$ cat config.mk
export PLATFORM = sky130hd
export DESIGN_NAME = operand_writeback_flat
export DESIGN_NICKNAME = d
export VERILOG_FILES = /design/src/rtl/operand_writeback_if.sv /design/src/rtl/operand_writeback.sv /design/src/flat_wrapper.sv
export SDC_FILE = /design/constraint.sdc
export NUM_CORES = 1
export LEC_CHECK = 0
export ABC_AREA = 1
export CAP_MARGIN = 20
export CORE_MARGIN = 4
export CORE_UTILIZATION = 65
export DETAILED_ROUTE_END_ITERATION = 16
export DONT_BUFFER_PORTS = 1
export GPL_ROUTABILITY_DRIVEN = 0
export PLACE_DENSITY = 0.91
export SYNTH_ARGS = -nofsm -noshare
export SYNTH_HDL_FRONTEND = slang
export SYNTH_SLANG_ARGS = --single-unit
$ cat constraint.sdc
create_clock -name clk -period 2.5 [get_ports clk]
set_clock_uncertainty 0.15 [all_clocks]
set_input_delay 0.625 -clock clk [delete_from_list [all_inputs] [get_ports clk]]
set_output_delay 0.625 -clock clk [all_outputs]
set_load 0.02 [all_outputs]
$ cat src/rtl/operand_writeback_if.sv
// ---------------------------------------------------------------------------
// operand_writeback_if
//
// Purpose: groups every signal of the write-back stage except clock and
// reset, so the stage, its upstream producer and the memory/register-file
// side connect through one bundle.
//
// Handshake (valid/ready): a request transfers on a rising clk edge where
// wb_valid and wb_ready are both high. The upstream stage holds wb_valid
// and all wb_* fields stable until that edge. A memory byte transfers on a
// rising clk edge where mem_we and mem_ready are both high; mem_ready is
// ignored while mem_we is low.
//
// Signals:
//   wb_valid/wb_ready            request handshake
//   wb_is_mem, wb_addr, wb_reg,
//   wb_byte, wb_sext, wb_data    destination descriptor and result
//   reg_we/reg_sel/reg_wmask/
//   reg_wdata                    register-file write port
//   mem_we/mem_addr/mem_wdata/
//   mem_ready                    byte-wide memory write port
//   wb_done, bus_err             completion / error pulses
//   dbg_state                    current FSM state encoding
//
// Modports: slave = the write-back stage, master = its environment.
// ---------------------------------------------------------------------------
interface operand_writeback_if #(
    parameter int ADDR_W = 16
);
    logic              wb_valid;
    logic              wb_ready;
    logic              wb_is_mem;
    logic [ADDR_W-1:0] wb_addr;
    logic [2:0]        wb_reg;
    logic              wb_byte;
    logic              wb_sext;
    logic [15:0]       wb_data;
    logic              reg_we;
    logic [2:0]        reg_sel;
    logic [1:0]        reg_wmask;
    logic [15:0]       reg_wdata;
    logic              mem_we;
    logic [ADDR_W-1:0] mem_addr;
    logic [7:0]        mem_wdata;
    logic              mem_ready;
    logic              wb_done;
    logic              bus_err;
    logic [2:0]        dbg_state;

    modport slave (
        input  wb_valid, wb_is_mem, wb_addr, wb_reg, wb_byte, wb_sext,
               wb_data, mem_ready,
        output wb_ready, reg_we, reg_sel, reg_wmask, reg_wdata,
               mem_we, mem_addr, mem_wdata, wb_done, bus_err, dbg_state
    );

    modport master (
        output wb_valid, wb_is_mem, wb_addr, wb_reg, wb_byte, wb_sext,
               wb_data, mem_ready,
        input  wb_ready, reg_we, reg_sel, reg_wmask, reg_wdata,
               mem_we, mem_addr, mem_wdata, wb_done, bus_err, dbg_state
    );
endinterface

$ cat src/rtl/operand_writeback.sv
// ---------------------------------------------------------------------------
// operand_writeback
//
// Purpose: write-back stage of the PDP-11 core. Commits an ALU result to the
// register file or to byte-wide memory in big-endian order (addr holds
// [15:8], addr+1 holds [7:0]).
//
// Ports:
//   clk      core clock, rising edge
//   reset_n  asynchronous active-low reset
//   bus      operand_writeback_if.slave (request, register port, memory
//            port, done/error pulses, dbg_state)
//
// Parameters:
//   ADDR_W       memory address width; addr+1 wraps modulo 2^ADDR_W
//   MEM_TIMEOUT  cycles to wait for mem_ready on one byte before bus_err
//
// Build option:
//   ODD_ADDR_TRAP_EN  when defined, a word memory request to an odd address
//                     writes nothing and pulses bus_err the next cycle.
// ---------------------------------------------------------------------------
module operand_writeback #(
    parameter int ADDR_W      = 16,
    parameter int MEM_TIMEOUT = 255
) (
    input logic                 clk,
    input logic                 reset_n,
    operand_writeback_if.slave  bus
);
    localparam int CNT_W = $clog2(MEM_TIMEOUT + 1);

    typedef enum logic [2:0] {
        IDLE   = 3'd0,
        REG_WR = 3'd1,
        MEM_HI = 3'd2,
        MEM_LO = 3'd3,
        FINISH = 3'd4
    } state_t;

    state_t            state_q, state_d;
    // wb_is_mem is not stored: the state path taken already encodes it.
    logic [ADDR_W-1:0] addr_q, addr_d;
    logic [2:0]        reg_q, reg_d;
    logic              byte_q, byte_d;
    logic              sext_q, sext_d;
    logic [15:0]       data_q, data_d;
    logic              mem_we_q, mem_we_d;
    logic [ADDR_W-1:0] mem_addr_q, mem_addr_d;
    logic [7:0]        mem_wdata_q, mem_wdata_d;
    logic [CNT_W-1:0]  cnt_q, cnt_d;
    logic              bus_err_q, bus_err_d;
    logic              odd_trap;

    always_ff @(posedge clk or negedge reset_n) begin
        if (!reset_n) begin
            state_q     <= IDLE;
            addr_q      <= '0;
            reg_q       <= '0;
            byte_q      <= 1'b0;
            sext_q      <= 1'b0;
            data_q      <= '0;
            mem_we_q    <= 1'b0;
            mem_addr_q  <= '0;
            mem_wdata_q <= '0;
            cnt_q       <= '0;
            bus_err_q   <= 1'b0;
        end else begin
            state_q     <= state_d;
            addr_q      <= addr_d;
            reg_q       <= reg_d;
            byte_q      <= byte_d;
            sext_q      <= sext_d;
            data_q      <= data_d;
            mem_we_q    <= mem_we_d;
            mem_addr_q  <= mem_addr_d;
            mem_wdata_q <= mem_wdata_d;
            cnt_q       <= cnt_d;
            bus_err_q   <= bus_err_d;
        end
    end

    // Memory outputs are computed one state ahead so that mem_we, mem_addr
    // and mem_wdata come straight from flops in the state that uses them.
    always_comb begin
        state_d     = state_q;
        addr_d      = addr_q;
        reg_d       = reg_q;
        byte_d      = byte_q;
        sext_d      = sext_q;
        data_d      = data_q;
        mem_we_d    = mem_we_q;
        mem_addr_d  = mem_addr_q;
        mem_wdata_d = mem_wdata_q;
        cnt_d       = cnt_q;
        bus_err_d   = 1'b0;
        odd_trap    = 1'b0;

        case (state_q)
            IDLE: begin
                if (bus.wb_valid) begin
                    addr_d = bus.wb_addr;
                    reg_d  = bus.wb_reg;
                    byte_d = bus.wb_byte;
                    sext_d = bus.wb_sext;
                    data_d = bus.wb_data;
                    cnt_d  = '0;
`ifdef ODD_ADDR_TRAP_EN
                    odd_trap = bus.wb_is_mem & ~bus.wb_byte & bus.wb_addr[0];
`else
                    odd_trap = 1'b0;
`endif
                    if (!bus.wb_is_mem) begin
                        state_d = REG_WR;
                    end else if (odd_trap) begin
                        // Nothing reaches memory; report and stay ready.
                        bus_err_d = 1'b1;
                        state_d   = IDLE;
                    end else if (bus.wb_byte) begin
                        state_d     = MEM_LO;
                        mem_we_d    = 1'b1;
                        mem_addr_d  = bus.wb_addr;
                        mem_wdata_d = bus.wb_data[7:0];
                    end else begin
                        state_d     = MEM_HI;
                        mem_we_d    = 1'b1;
                        mem_addr_d  = bus.wb_addr;
                        mem_wdata_d = bus.wb_data[15:8];
                    end
                end
            end

            REG_WR: state_d = FINISH;

            MEM_HI, MEM_LO: begin
                if (bus.mem_ready) begin
                    cnt_d = '0;
                    if (state_q == MEM_HI) begin
                        state_d     = MEM_LO;
                        mem_addr_d  = addr_q + ADDR_W'(1);
                        mem_wdata_d = data_q[7:0];
                    end else begin
                        state_d  = FINISH;
                        mem_we_d = 1'b0;
                    end
                end else if (cnt_q == CNT_W'(MEM_TIMEOUT - 1)) begin
                    // This stalled cycle is the MEM_TIMEOUT-th one.
                    cnt_d     = '0;
                    mem_we_d  = 1'b0;
                    bus_err_d = 1'b1;
                    state_d   = IDLE;
                end else begin
                    cnt_d = cnt_q + CNT_W'(1);
                end
            end

            FINISH: state_d = IDLE;

            default: begin
                state_d  = IDLE;
                mem_we_d = 1'b0;
            end
        endcase
    end

    logic reg_wr;
    assign reg_wr = (state_q == REG_WR);

    assign bus.wb_ready  = (state_q == IDLE);
    assign bus.reg_we    = reg_wr;
    assign bus.reg_sel   = reg_wr ? reg_q : 3'd0;
    // Byte writes without sign extension touch only the low byte.
    assign bus.reg_wmask = !reg_wr                ? 2'b00 :
                           (byte_q && !sext_q)    ? 2'b01 : 2'b11;
    assign bus.reg_wdata = !reg_wr ? 16'h0000 :
                           !byte_q ? data_q :
                           sext_q  ? {{8{data_q[7]}}, data_q[7:0]} :
                                     {8'h00, data_q[7:0]};
    assign bus.mem_we    = mem_we_q;
    assign bus.mem_addr  = mem_addr_q;
    assign bus.mem_wdata = mem_wdata_q;
    assign bus.wb_done   = (state_q == FINISH);
    assign bus.bus_err   = bus_err_q;
    assign bus.dbg_state = state_q;

endmodule

$ cat src/flat_wrapper.sv
// flat-port wrapper written by rule: the top's interface ports become plain ports
module operand_writeback_flat 
#(
    parameter int ADDR_W      = 16,
    parameter int MEM_TIMEOUT = 255
)
  (clk, reset_n, bus_wb_valid, bus_wb_is_mem, bus_wb_addr, bus_wb_reg, bus_wb_byte, bus_wb_sext, bus_wb_data, bus_mem_ready, bus_wb_ready, bus_reg_we, bus_reg_sel, bus_reg_wmask, bus_reg_wdata, bus_mem_we, bus_mem_addr, bus_mem_wdata, bus_wb_done, bus_bus_err, bus_dbg_state);
  operand_writeback_if #(.ADDR_W(ADDR_W)) bus_i ();
  input logic clk;
  input logic reset_n;
  input wire logic [$bits(bus_i.wb_valid)-1:0] bus_wb_valid;
  input wire logic [$bits(bus_i.wb_is_mem)-1:0] bus_wb_is_mem;
  input wire logic [$bits(bus_i.wb_addr)-1:0] bus_wb_addr;
  input wire logic [$bits(bus_i.wb_reg)-1:0] bus_wb_reg;
  input wire logic [$bits(bus_i.wb_byte)-1:0] bus_wb_byte;
  input wire logic [$bits(bus_i.wb_sext)-1:0] bus_wb_sext;
  input wire logic [$bits(bus_i.wb_data)-1:0] bus_wb_data;
  input wire logic [$bits(bus_i.mem_ready)-1:0] bus_mem_ready;
  output wire logic [$bits(bus_i.wb_ready)-1:0] bus_wb_ready;
  output wire logic [$bits(bus_i.reg_we)-1:0] bus_reg_we;
  output wire logic [$bits(bus_i.reg_sel)-1:0] bus_reg_sel;
  output wire logic [$bits(bus_i.reg_wmask)-1:0] bus_reg_wmask;
  output wire logic [$bits(bus_i.reg_wdata)-1:0] bus_reg_wdata;
  output wire logic [$bits(bus_i.mem_we)-1:0] bus_mem_we;
  output wire logic [$bits(bus_i.mem_addr)-1:0] bus_mem_addr;
  output wire logic [$bits(bus_i.mem_wdata)-1:0] bus_mem_wdata;
  output wire logic [$bits(bus_i.wb_done)-1:0] bus_wb_done;
  output wire logic [$bits(bus_i.bus_err)-1:0] bus_bus_err;
  output wire logic [$bits(bus_i.dbg_state)-1:0] bus_dbg_state;
  assign bus_i.wb_valid = bus_wb_valid;
  assign bus_i.wb_is_mem = bus_wb_is_mem;
  assign bus_i.wb_addr = bus_wb_addr;
  assign bus_i.wb_reg = bus_wb_reg;
  assign bus_i.wb_byte = bus_wb_byte;
  assign bus_i.wb_sext = bus_wb_sext;
  assign bus_i.wb_data = bus_wb_data;
  assign bus_i.mem_ready = bus_mem_ready;
  assign bus_wb_ready = bus_i.wb_ready;
  assign bus_reg_we = bus_i.reg_we;
  assign bus_reg_sel = bus_i.reg_sel;
  assign bus_reg_wmask = bus_i.reg_wmask;
  assign bus_reg_wdata = bus_i.reg_wdata;
  assign bus_mem_we = bus_i.mem_we;
  assign bus_mem_addr = bus_i.mem_addr;
  assign bus_mem_wdata = bus_i.mem_wdata;
  assign bus_wb_done = bus_i.wb_done;
  assign bus_bus_err = bus_i.bus_err;
  assign bus_dbg_state = bus_i.dbg_state;
  operand_writeback #(.ADDR_W(ADDR_W), .MEM_TIMEOUT(MEM_TIMEOUT)) u_core (.clk(clk), .reset_n(reset_n), .bus(bus_i));
endmodule
Word-level counts from Yosys, hierarchy flattened. Cells that the tools add are included.

Input port bits: 42. Word-level logic and storage cells: 73. Flip-flop bits (word level): 74. Output and inout port bits: 53.

Bitwise gates (word level): 1. $add $sub $neg: 2. Reductions and logical operators: 11. Eq/ne operators: 11. Multiplexer cells: 37.

Operators with widths (number): $mux W16 (7); $mux W8 (8); $pmux W16 S2 (1); $pmux W8 S2 (2); $mux W3 (6); $add A16 B1 Y16 const B (1); $reduce_and A5 Y1 (2); $mux W1 (9); $pmux W3 S3 (1); $add A8 B1 Y8 const B (1); $eq A8 B8 Y1 const B (1); $eq A3 B2 Y1 const B (2); $ne A2 B2 Y1 const B (3); $reduce_and A2 Y1 (3); $mux W2 (2); $reduce_or A2 Y1 (2); $eq A3 B1 Y1 const B (1); $eq A3 B3 Y1 const B (1); $logic_not A3 Y1 (1); $ne A3 B2 Y1 const B (1); $ne A3 B3 Y1 const B (1); $pmux W1 S3 (1); $ne A2 B1 Y1 const B (1); $reduce_bool A2 Y1 (1); other kinds (3) (3).

Longest topological paths before layout. Gate-level depths: netlist of the first run.

Depth after elaboration: 4. Gate-level depth with buffers: 10. Depth with buffers taken out: 9.

Worst setup path before layout of the first run. Ideal clock, no wire load.

Path type: reg-to-output. From: reg u_core.state_q[2], in the netlist u_core.bus.dbg_state[2]. To: out bus_reg_wdata[10]. Data required time: 1.725 ns. Data arrival time: 1.750 ns. Buffers on the path: 0. Cell stages (with the launch flop): 6. Setup slack: -0.025 ns. Path through: dfrtp_1 > inv_2 > nand3_1 > a21oi_1 > nand2_1 > nor2_1.

Longest elaborated chain between the ends: 2.

RTL lines: from (decl) (RTL line operand_writeback.sv:40) `state_t state_q, state_d;`; from (signal assigned) (RTL line operand_writeback.sv:68) `state_q <= state_d;`; $eq A3 B1 Y1 (RTL line operand_writeback.sv:166) `assign reg_wr = (state_q == REG_WR);`; $mux W16 (RTL line operand_writeback.sv:174) `assign bus.reg_wdata = !reg_wr ? 16'h0000 :`; to (decl) (RTL line flat_wrapper.sv:23) `output wire logic [$bits(bus_i.reg_wdata)-1:0] bus_reg_wdata;`.

No other way between the ends.

Worst setup path after layout of the first run.
From: reg u_core.state_q[1], in the netlist u_core.bus.dbg_state[1]. To: out bus_reg_wdata[14].

Same word-level chain as after synthesis.

==> results of run 1 <==
per-stage QoR:
step | TNS (ns) | instance area (um^2) | util [%] | instances | power [mW]
6_report | 0 | 4468 | 74.58 | 613 | 6.037
5_1_grt | -0.03499 | 4468 | 74.58 | 613 | 6.484
4_1_cts | 0 | 4431 | 73.96 | 611 | 6.017
3_5_place_dp | 0 | 4225 | 70.53 | 595 | 5.044
3_3_place_gp | 0 | 4225 | 70.53 | 595 | 4.901
2_1_floorplan | 0 | 4079 | - | 515 | 4.482
report_power, final:
group          switching (mW)  internal [mW]  leakage (nW)
sequential              0.727           1.74         0.903
clock                   0.441          0.510         0.105
combinational            1.66          0.964          1.29
total                    2.82           3.21          2.29
registers in the layout, indices dropped and copies added, names as in the netlist:
name and flops:
u_core.bus.mem_we 1, u_core.bus.bus_err 1, u_core.bus.mem_addr 16, u_core.cnt_q 8
u_core.bus.mem_wdata 8, u_core.reg_q 3, u_core.data_q 16, u_core.sext_q 1
u_core.addr_q 16, u_core.byte_q 1, u_core.bus.dbg_state 3
logic make-up (layout without fill, tap and decap cells):
family / after synthesis / in the layout / synth area share (%)
flops: 74 / 74 / 45.44
compound gates: 76 / 76 / 11.30
mux: 11 / 11 / 3.777
buf+inv: 87 / 110 / 10.16
xor+xnor: 2 / 2 / 0.4299
simple gates: 262 / 262 / 27.97
fa+ha+maj: 3 / 3 / 0.9212
metal layers:
metal / track usage [%] / routed length [um]
met2: 43.41 / 4523
met3: 8.420 / 697
met5: 0 / 0
met1: 30.33 / 3778
met4: 13.11 / 209
synthesized netlist by cell type (all sizes together):
master  count
a211oi      1
a21oi      21
buf        14
clkbuf      6
dfrtp      74
ha          3
inv        67
mux2       11
nand2     135
nand3      28
nand3b      1
nand4       4
nor2       93
nor3        1
o211ai     12
o21ai      40
o21bai      2
xnor2       1
xor2        1
worst reg2reg max path, stage by stage, from the launching register on:
cell and delay, ns:
dfrtp_1 0.49, inv_2 0.14, nand2_2 0.07, nor2_4 0.21, nand2_4 0.26, buf_12 0.27, mux2_4 0.31
how the worst min path moves through the flow:
stage,from,endpoint,cells past startpoint
4_1_cts,reset_n,u_core.bus.mem_addr[10],0
6_report,reset_n,u_core.bus.mem_addr[10],1
3_5_place_dp,reset_n,u_core.addr_q[2],0
5_1_grt,reset_n,u_core.bus.mem_wdata[5],1
2_1_floorplan,reset_n,u_core.addr_q[0],0
3_3_place_gp,reset_n,u_core.bus.mem_addr[0],0
timing repair:
item / 4_1_cts / 5_1_grt
setup endpoints to repair: 2 / 8
setup buffers: 0 / 1
gates resized for setup: 1 / 1
hold endpoints to repair: 74 / 74
pin swaps: 0 / 1
area by class of cell:
type / instances / share of cell area, %
Sequential cell: 74 / 41.47
Multi-Input combinational cell: 354 / 40.63
Inverter: 67 / 5.965
Timing Repair Buffer: 27 / 5.265
Clock buffer: 11 / 3.388
Tap cell: 75 / 2.100
Clock inverter: 5 / 1.176
cells in the final DEF (no fill, tap or decap), drive strengths merged:
master	instances
nand2	135
a21oi	21
bufinv	1
dfrtp	74
o21ai	40
xor2	1
o211ai	12
ha	3
mux2	11
a211oi	1
nand3b	1
clkinvlp	1
buf	27
nor3	1
nor2	93
o21bai	2
nand4	4
clkinv	3
xnor2	1
nand3	28
clkbuf	11
inv	67
==> results.sh, run 1 <==
export IMPL_synth_seq_cells=74
export IMPL_dp_hpwl_mm=6.497
export IMPL_numPortBuffers=0
export IMPL_n_antenna_cell=0
export IMPL_fin_crit_sh_pct=95.47
export IMPL_grt_pass1_vias=3472
export IMPL_core_rowCount=28
export IMPL_cts_tree="yes"
export IMPL_syn_inst=515
export IMPL_area_growth_syn_to_layout_pct=9.641
export IMPL_dieHeight_um=87.18
export IMPL_critPathLaunch="u_core.bus.dbg_state[1]"
export IMPL_r2r_cells=6
export IMPL_cp_slowest_stage_delay_ns=0.48
export IMPL_synth_distinct_cells=37
export IMPL_worstSetupEndpoint="bus_reg_wdata[14]"
export IMPL_io_pins=95
export IMPL_vias=3407
export IMPL_worst_path_buf_inv=2
export IMPL_cts_sink_count=74
export IMPL_die_area_mm2=0.007600
export IMPL_status="complete, no violations"
export IMPL_avgRoutedWirePerCell_um=15.02
export IMPL_cap_viol_max_count=0
export IMPL_required_ns=1.73
export IMPL_clock_latency_ns=0.35
export IMPL_wl_mm=9.208
export IMPL_slowest_stage="dfrtp_2"
export IMPL_rrSetupSlack_ns=0.49
export IMPL_slew_violations=0
export IMPL_final_layout_size_suffix_gt1_share_pct=17.47
export IMPL_nets=578
export IMPL_cp_num_cells=6
export IMPL_cts_buffers=9
export IMPL_synthesis_nets=560
export IMPL_fp_dieW_um=87.18
export IMPL_fin_ws_ns=0.1133
export IMPL_cts_max_path_buffers=2
export IMPL_cts_root_buffer="clkbuf_8"
export IMPL_grt_pass1_wl_mm=15.64
export IMPL_core_area_mm2=0.005991
export IMPL_critical_path_top_delay_family="flip-flops"
export IMPL_nFillCells=452
export IMPL_synth_top_area_share_pct=45.44
export IMPL_ff_latch_area_mm2=0.001853
export IMPL_multi_input_area_mm2=0.001815
export IMPL_holdCritPathClass="in -> async"
export IMPL_arrival_ns=1.61
export IMPL_grt_overflow=0
export IMPL_critical_path_class="reg -> out"
export IMPL_cp_max_fo=8
export IMPL_fin_hold_ws_ns=0.01897
export IMPL_worstMarginPinSlew_ns=0.3691
export IMPL_via_per_inst=5.558
export IMPL_antenna_found_initial=0
export IMPL_pre_cts_ws_ns=0.3630
export IMPL_clkTransAtPathRegs_ns=0.08
export IMPL_start_kind="flip-flop"
export IMPL_grt_use_total_pct=26.14
export IMPL_grt_max_degree=75
export IMPL_ys_top_cells_by_area="dfrtp_1 45%, nand2_1 12%, nor2_1 7.6%"
export IMPL_max_vdd_ir_drop_mv=0.9678
export IMPL_yosys_warnings=0
export IMPL_max_clock_freq_ghz=0.4190
export IMPL_syn_avg_cell_area_um2=7.913
export IMPL_leakagePower_nw=2.295
export IMPL_relSlewSlack_pct=75.36
export IMPL_dr_first_iter_drc_count=195
export IMPL_route_detailed_drc=0
export IMPL_path_cells="inv_2 > nand3_1 > a21oi_2 > nand2_2 > nor2_1 > buf_4"
export IMPL_rsz0062_at_grt="true"
export IMPL_period_needed_ns=2.387
export IMPL_h_tree_depth=3
export IMPL_setup_viol=0
export IMPL_syn_cell_area_mm2=0.004075
export IMPL_r2r_start="u_core.bus.dbg_state[0]"
export IMPL_cp_end_kind="output pin"
export IMPL_start_util_pct=68.02
export IMPL_ys_seq_area_share_pct=45.44
export IMPL_drtAntennaViolNets=0
export IMPL_synth_area_leader_cell="dfrtp_1"
export IMPL_power_density_mw_per_mm2=1351
export IMPL_drtPass1Iterations=5
export IMPL_hold_violations=0
export IMPL_r2r_end="u_core.data_q[13]"
(Power assumes the default switching activity.)
==> inputs of run 2 (changes only) <==
--- a/config.mk
+++ b/config.mk
@@ -10,3 +10,3 @@
 export CORE_MARGIN = 4
-export CORE_UTILIZATION = 65
+export CORE_UTILIZATION = 68
 export DETAILED_ROUTE_END_ITERATION = 16
@@ -14,3 +14,3 @@
 export GPL_ROUTABILITY_DRIVEN = 0
-export PLACE_DENSITY = 0.91
+export PLACE_DENSITY = 0.94
 export SYNTH_ARGS = -nofsm -noshare
--- a/constraint.sdc
+++ b/constraint.sdc
@@ -4,2 +4,2 @@
 set_output_delay 0.625 -clock clk [all_outputs]
-set_load 0.02 [all_outputs]
+set_load 0.005 [all_outputs]
==> run 2 against run 1 <==
  * Sequential power decreased by 8.9%
  * Wire length decreased by 3.3%
  * Clock power increased by 13%
  * The run now ends with hold timing left
  * Largest cell class unchanged
  * Non-clock buffer count decreased by 22
  * Highest routed layer unchanged
  * Hold slack got worse by 0.023 ns
  * Die area decreased by 4.0%
  * Register-to-register slack about the same
  * Power decreased by 8.1%
  * First-iteration DRC count increased by 49%
==> results.sh, run 2 (synthesis gave the netlist of run 1 again) <==
export IMPL_status="finished with violations"
export IMPL_violations="hold timing"
export IMPL_slowest_stage="dfrtp_1"
export IMPL_core_rowCount=27
export IMPL_grt_pass1_vias=3235
export IMPL_h_tree_depth=3
export IMPL_core_area_mm2=0.005642
export IMPL_route_detailed_drc=0
export IMPL_avgRoutedWirePerCell_um=15.14
export IMPL_power_density_mw_per_mm2=1286
export IMPL_critical_path_class="reg -> out"
export IMPL_cts_setup_buffers=0
export IMPL_dr_first_iter_drc_count=290
export IMPL_drtAntennaViolNets=0
export IMPL_finish_utilization_pct=76.49
export IMPL_max_vdd_ir_drop_mv=1.202
export IMPL_die_area_mm2=0.007296
export IMPL_clkTransAtPathRegs_ns=0.09
export IMPL_start_kind="flip-flop"
export IMPL_numPortBuffers=0
export IMPL_instances_no_fill=588
export IMPL_ff_latch_area_mm2=0.001852
export IMPL_cp_end_kind="output pin"
export IMPL_fin_crit_sh_pct=95.24
export IMPL_nets=556
export IMPL_worstMarginPinSlew_ns=0.6015
export IMPL_layout_common_cells="126 x nand2_1, 82 x nor2_1, 74 x dfrtp_1, 61 x inv_1, 34 x o21ai_0"
export IMPL_hold_violations=1
export IMPL_cts_root_buffer="clkbuf_8"
export IMPL_grt_overflow=0
export IMPL_dieHeight_um=85.42
export IMPL_cts_max_path_buffers=2
export IMPL_leakagePower_nw=2.188
export IMPL_rrSetupSlack_ns=0.50
export IMPL_vias=3279
export IMPL_nFillCells=387
export IMPL_cp_slowest_stage_delay_ns=0.49
export IMPL_start_util_pct=72.23
export IMPL_n_antenna_cell=0
export IMPL_cp_max_fo=8
export IMPL_area_growth_syn_to_layout_pct=5.895
export IMPL_multi_input_area_mm2=0.001812
export IMPL_required_ns=1.73
export IMPL_io_pins=95
export IMPL_cts_sink_count=74
export IMPL_drtPass1Iterations=5
export IMPL_final_common_cell="nand2_1"
export IMPL_power_mw=5.548
export IMPL_post_place_cells=571
export IMPL_holdCritPathClass="in -> async"
export IMPL_cts_tree="yes"
export IMPL_period_needed_ns=2.381
export IMPL_clock_latency_ns=0.35
export IMPL_grt_use_total_pct=25.77
export IMPL_via_per_inst=5.577
export IMPL_fin_hold_ws_ns=-0.003584
export IMPL_antenna_found_initial=0
export IMPL_grt_pass1_wl_mm=14.90
export IMPL_path_cells="inv_2 > nand3_1 > a21oi_1 > nand2_2 > nor2_1"
export IMPL_fp_dieW_um=85.42
export IMPL_arrival_ns=1.61
export IMPL_max_clock_freq_ghz=0.4200
export IMPL_pre_cts_ws_ns=0.5137
export IMPL_wl_mm=8.903
export IMPL_fin_ws_ns=0.1191
export IMPL_grt_max_degree=75
export IMPL_slew_violations=0
export IMPL_cap_viol_max_count=0
export IMPL_setup_viol=0
export IMPL_relSlewSlack_pct=59.90
export IMPL_setup_tns_ns=0
export IMPL_cts_buffers=9
export IMPL_final_layout_size_suffix_gt1_share_pct=13.57
export IMPL_dp_hpwl_mm=6.151
==> run 2: cell type report <==
cell class / instances / area share (%)
timing repair buffer: 5 / 1.334
inverter: 67 / 6.176
multi-input combinational: 354 / 41.98
clock buffer: 11 / 3.508
clock inverter: 5 / 2.001
tap: 72 / 2.088
sequential: 74 / 42.91
==> run 2: final timing paths <==
path                                               from            endpoint  cells past startpoint
worst max-delay path            u_core.bus.dbg_state[2]   bus_reg_wdata[12]                      5
worst min-delay path                            reset_n    u_core.data_q[5]                      1
max in group asynchronous                       reset_n     u_core.cnt_q[2]                      1
worst max register to register  u_core.bus.dbg_state[0]     u_core.cnt_q[6]                      8
min in group clk                          bus_mem_ready  u_core.bus.bus_err                      1
worst min register to register         u_core.data_q[0]    u_core.data_q[0]                      2
==> run 2: repair_timing <==
| item | in CTS | in global routing |
|---|---|---|
| hold buffers | 1 | 0 |
| endpoints found under the hold margin | 74 | 0 |
| resized for setup | 0 | 1 |
| setup endpoints to repair | 0 | 3 |
==> run 2: stage by stage <==
| step | cell area, um^2 | hold WS, ns |
|---|---|---|
| 3_3_place_gp | 4048 | 0.1812 |
| 4_1_cts | 4313 | 0.01276 |
| 5_1_grt | 4315 | 0.003634 |
| 3_5_place_dp | 4048 | 0.1813 |
| 6_report | 4315 | -0.003584 |
| 2_1_floorplan | 4075 | 0.1794 |
==> run 2: critical path, delay by kind of cell (launching register included) <==
kind,cells,cell delay (ns)
simple gates,3,0.42
buf+inv,1,0.10
compound gates,1,0.24
flops,1,0.49
==> run 2: per-layer routing <==
layer	vias to the layer above	GRT usage [%]	share of wire [%]	wire length, um
met1	1522	30.27	40	3601
met4	0	10.22	2.5	221
met2	124	42.58	49	4379
met3	22	9.806	7.9	700
li1	1611	-	-	-
met5	-	0	0	0
==> run 2: power breakdown <==
part / total [mW] / switching [mW] / internal, mW
Clock: 1.08 / 0.455 / 0.621
Combinational: 2.22 / 1.41 / 0.809
Sequential: 2.25 / 0.510 / 1.74
==> inputs of run 3 (changes only) <==
--- a/config.mk
+++ b/config.mk
@@ -8,3 +8,3 @@
 export ABC_AREA = 1
-export CAP_MARGIN = 20
+export CAP_MARGIN = 15
 export CORE_MARGIN = 4
--- a/constraint.sdc
+++ b/constraint.sdc
@@ -4,2 +4,2 @@
 set_output_delay 0.625 -clock clk [all_outputs]
-set_load 0.005 [all_outputs]
+set_load 0.02 [all_outputs]
==> run 3 against run 2 <==
  * The flow still finishes with violations (hold timing)
  * Register-to-register slack lost 0.06 ns
  * Power rose by 9.8%
  * Die area is the same
  * Clock power decreased by 11%
  * Worst setup slack got worse by 0.047 ns
  * Core utilization grew 2.6 points
  * First-iteration DRC count shrank 15%
  * Maximum frequency decreased by 1.9%
  * Hold slack lost 0.0054 ns
  * Sequential cell count did not move
  * Non-clock buffer count is 21 higher
  * Largest power group is now combinational logic
==> results.sh, run 3 (synthesis gave the netlist of run 1 again) <==
export IMPL_fin_crit_sh_pct=97.11
export IMPL_leakagePower_nw=2.287
export IMPL_r2r_end="u_core.bus.mem_addr[3]"
export IMPL_fp_dieW_um=85.42
export IMPL_status="finished with violations"
export IMPL_critical_path_class="reg -> out"
export IMPL_top_layer="met4"
export IMPL_cts_root_buffer="clkbuf_8"
export IMPL_setup_viol=0
export IMPL_area_growth_syn_to_layout_pct=9.518
export IMPL_route_detailed_drc=0
export IMPL_dieHeight_um=85.42
export IMPL_worstMarginPinSlew_ns=0.5289
export IMPL_p_clk_share_pct=15.8
export IMPL_wl_mm=9.781
export IMPL_core_rowCount=27
export IMPL_relSlewSlack_pct=64.74
export IMPL_route_met3_wl_um=863
export IMPL_die_area_mm2=0.007296
export IMPL_p_sw_mw=2.889
export IMPL_start_kind="flip-flop"
export IMPL_grt_max_degree=75
export IMPL_worstSetupEndpoint="bus_reg_wdata[10]"
export IMPL_dr_first_iter_drc_count=246
export IMPL_seq_power_share_pct=40.5
export IMPL_vias=3528
export IMPL_critPathLaunch="u_core.bus.dbg_state[1]"
export IMPL_core_area_mm2=0.005642
export IMPL_final_layout_size_suffix_gt1_share_pct=18.25
export IMPL_fin_hold_ws_ns=-0.009003
export IMPL_clock_latency_ns=0.36
export IMPL_grt_pass1_vias=3497
export IMPL_fin_ws_ns=0.07225
export IMPL_n_antenna_cell=0
export IMPL_grt_pass1_wl_mm=16.36
export IMPL_clkTransAtPathRegs_ns=0.08
export IMPL_slew_violations=0
export IMPL_internal_power_mw=3.200
export IMPL_drtAntennaViolNets=0
export IMPL_hold_violations=9
export IMPL_wl_met2_mm=5.013
export IMPL_switching_share_pct=47.44
export IMPL_cap_viol_max_count=0
export IMPL_numPortBuffers=0
export IMPL_dp_hpwl_mm=6.672
export IMPL_pre_cts_ws_ns=0.3307
export IMPL_layout_common_cells="126 x nand2_1, 79 x nor2_1, 72 x dfrtp_1, 61 x inv_1, 34 x o21ai_0"
export IMPL_rrSetupSlack_ns=0.44
export IMPL_required_ns=1.73
export IMPL_r2r_cells=9
export IMPL_grt_use_total_pct=28.54
export IMPL_cts_buffers=9
export IMPL_max_clock_freq_ghz=0.4119
export IMPL_cts_max_path_buffers=2
export IMPL_violations="hold timing"
export IMPL_start_util_pct=72.23
export IMPL_via_per_inst=5.793
export IMPL_drtPass1Iterations=5
export IMPL_power_density_mw_per_mm2=1364
export IMPL_nets=577
export IMPL_cts_sink_count=74
export IMPL_holdCritPathClass="in -> async"
export IMPL_cts_setup_buffers=0
export IMPL_setup_tns_ns=0
export IMPL_max_vdd_ir_drop_mv=0.8321
export IMPL_final_common_cell="nand2_1"
export IMPL_grt_overflow=0
export IMPL_combPwrFrac_pct=43.7
export IMPL_arrival_ns=1.65
export IMPL_cts_tree="yes"
export IMPL_met1Wirelength_mm=3.654
export IMPL_cp_max_fo=8
export IMPL_cp_end_kind="output pin"
export IMPL_period_needed_ns=2.428
export IMPL_rsz0062_at_grt="false"
export IMPL_r2r_start="u_core.bus.dbg_state[2]"
export IMPL_avgRoutedWirePerCell_um=16.06
export IMPL_io_pins=95
export IMPL_antenna_found_initial=0
export IMPL_h_tree_depth=3
==> run 3: what timing repair did <==
item,CTS,global route
cloned,0,0
hold buffers,1,0
endpoints found under the hold margin,74,0
setup endpoints to repair,8,8
pin swaps,0,1
gates resized for setup,2,6
==> run 3: worst min path at each step <==
stage / start / to / cells past startpoint
6_report: reset_n / u_core.bus.mem_addr[0] / 1
5_1_grt: reset_n / u_core.bus.mem_addr[1] / 1
4_1_cts: reset_n / u_core.addr_q[2] / 1
3_5_place_dp: reset_n / u_core.addr_q[2] / 0
3_3_place_gp: reset_n / u_core.bus.mem_addr[2] / 0
2_1_floorplan: reset_n / u_core.addr_q[0] / 0
==> run 3: metal layers <==
layer,track usage [%],up-vias
met5,0,-
met4,12.23,0
met3,10.00,22
met2,48.45,170
met1,32.53,1688
li1,-,1648
==> run 3: per-stage QoR <==
stage	util, %	instances	power (mW)	cell area, um^2	hold WS (ns)
final	79.11	609	6.090	4463	-0.009003
after global routing	79.11	609	6.523	4463	0.005720
after CTS	78.78	609	6.053	4444	0.01465
after detailed placement	74.61	592	5.026	4209	0.1815
after global placement	74.61	592	4.879	4209	0.1818
after floorplan	-	515	4.482	4079	0.1794
==> run 3: power groups by stage <==
stage | Clock, mW | Combinational, mW | Sequential (mW)
after detailed placement | 0 | 2.56 | 2.47
after global placement | 0 | 2.44 | 2.44
after global routing | 1.02 | 2.98 | 2.52
after floorplan | 0 | 2.14 | 2.34
after CTS | 0.967 | 2.63 | 2.46
final | 0.964 | 2.66 | 2.46
==> run 3: layout make-up <==
type,count,area [um^2]
clock buffer,11,151.4
clock inverter,5,52.55
fill,356,1179
inverter,67,266.5
multi-input combinational,354,1833
sequential,74,1854
tap,72,90.09
timing repair buffer,26,215.2
==> run 3: worst max-delay path, cell delays in order, from the launching register on <==
cell     delay, ns
dfrtp_2       0.48
inv_2         0.12
nand3_2       0.10
a21oi_2       0.19
nand2_4       0.12
nor2_1        0.13
buf_4         0.16
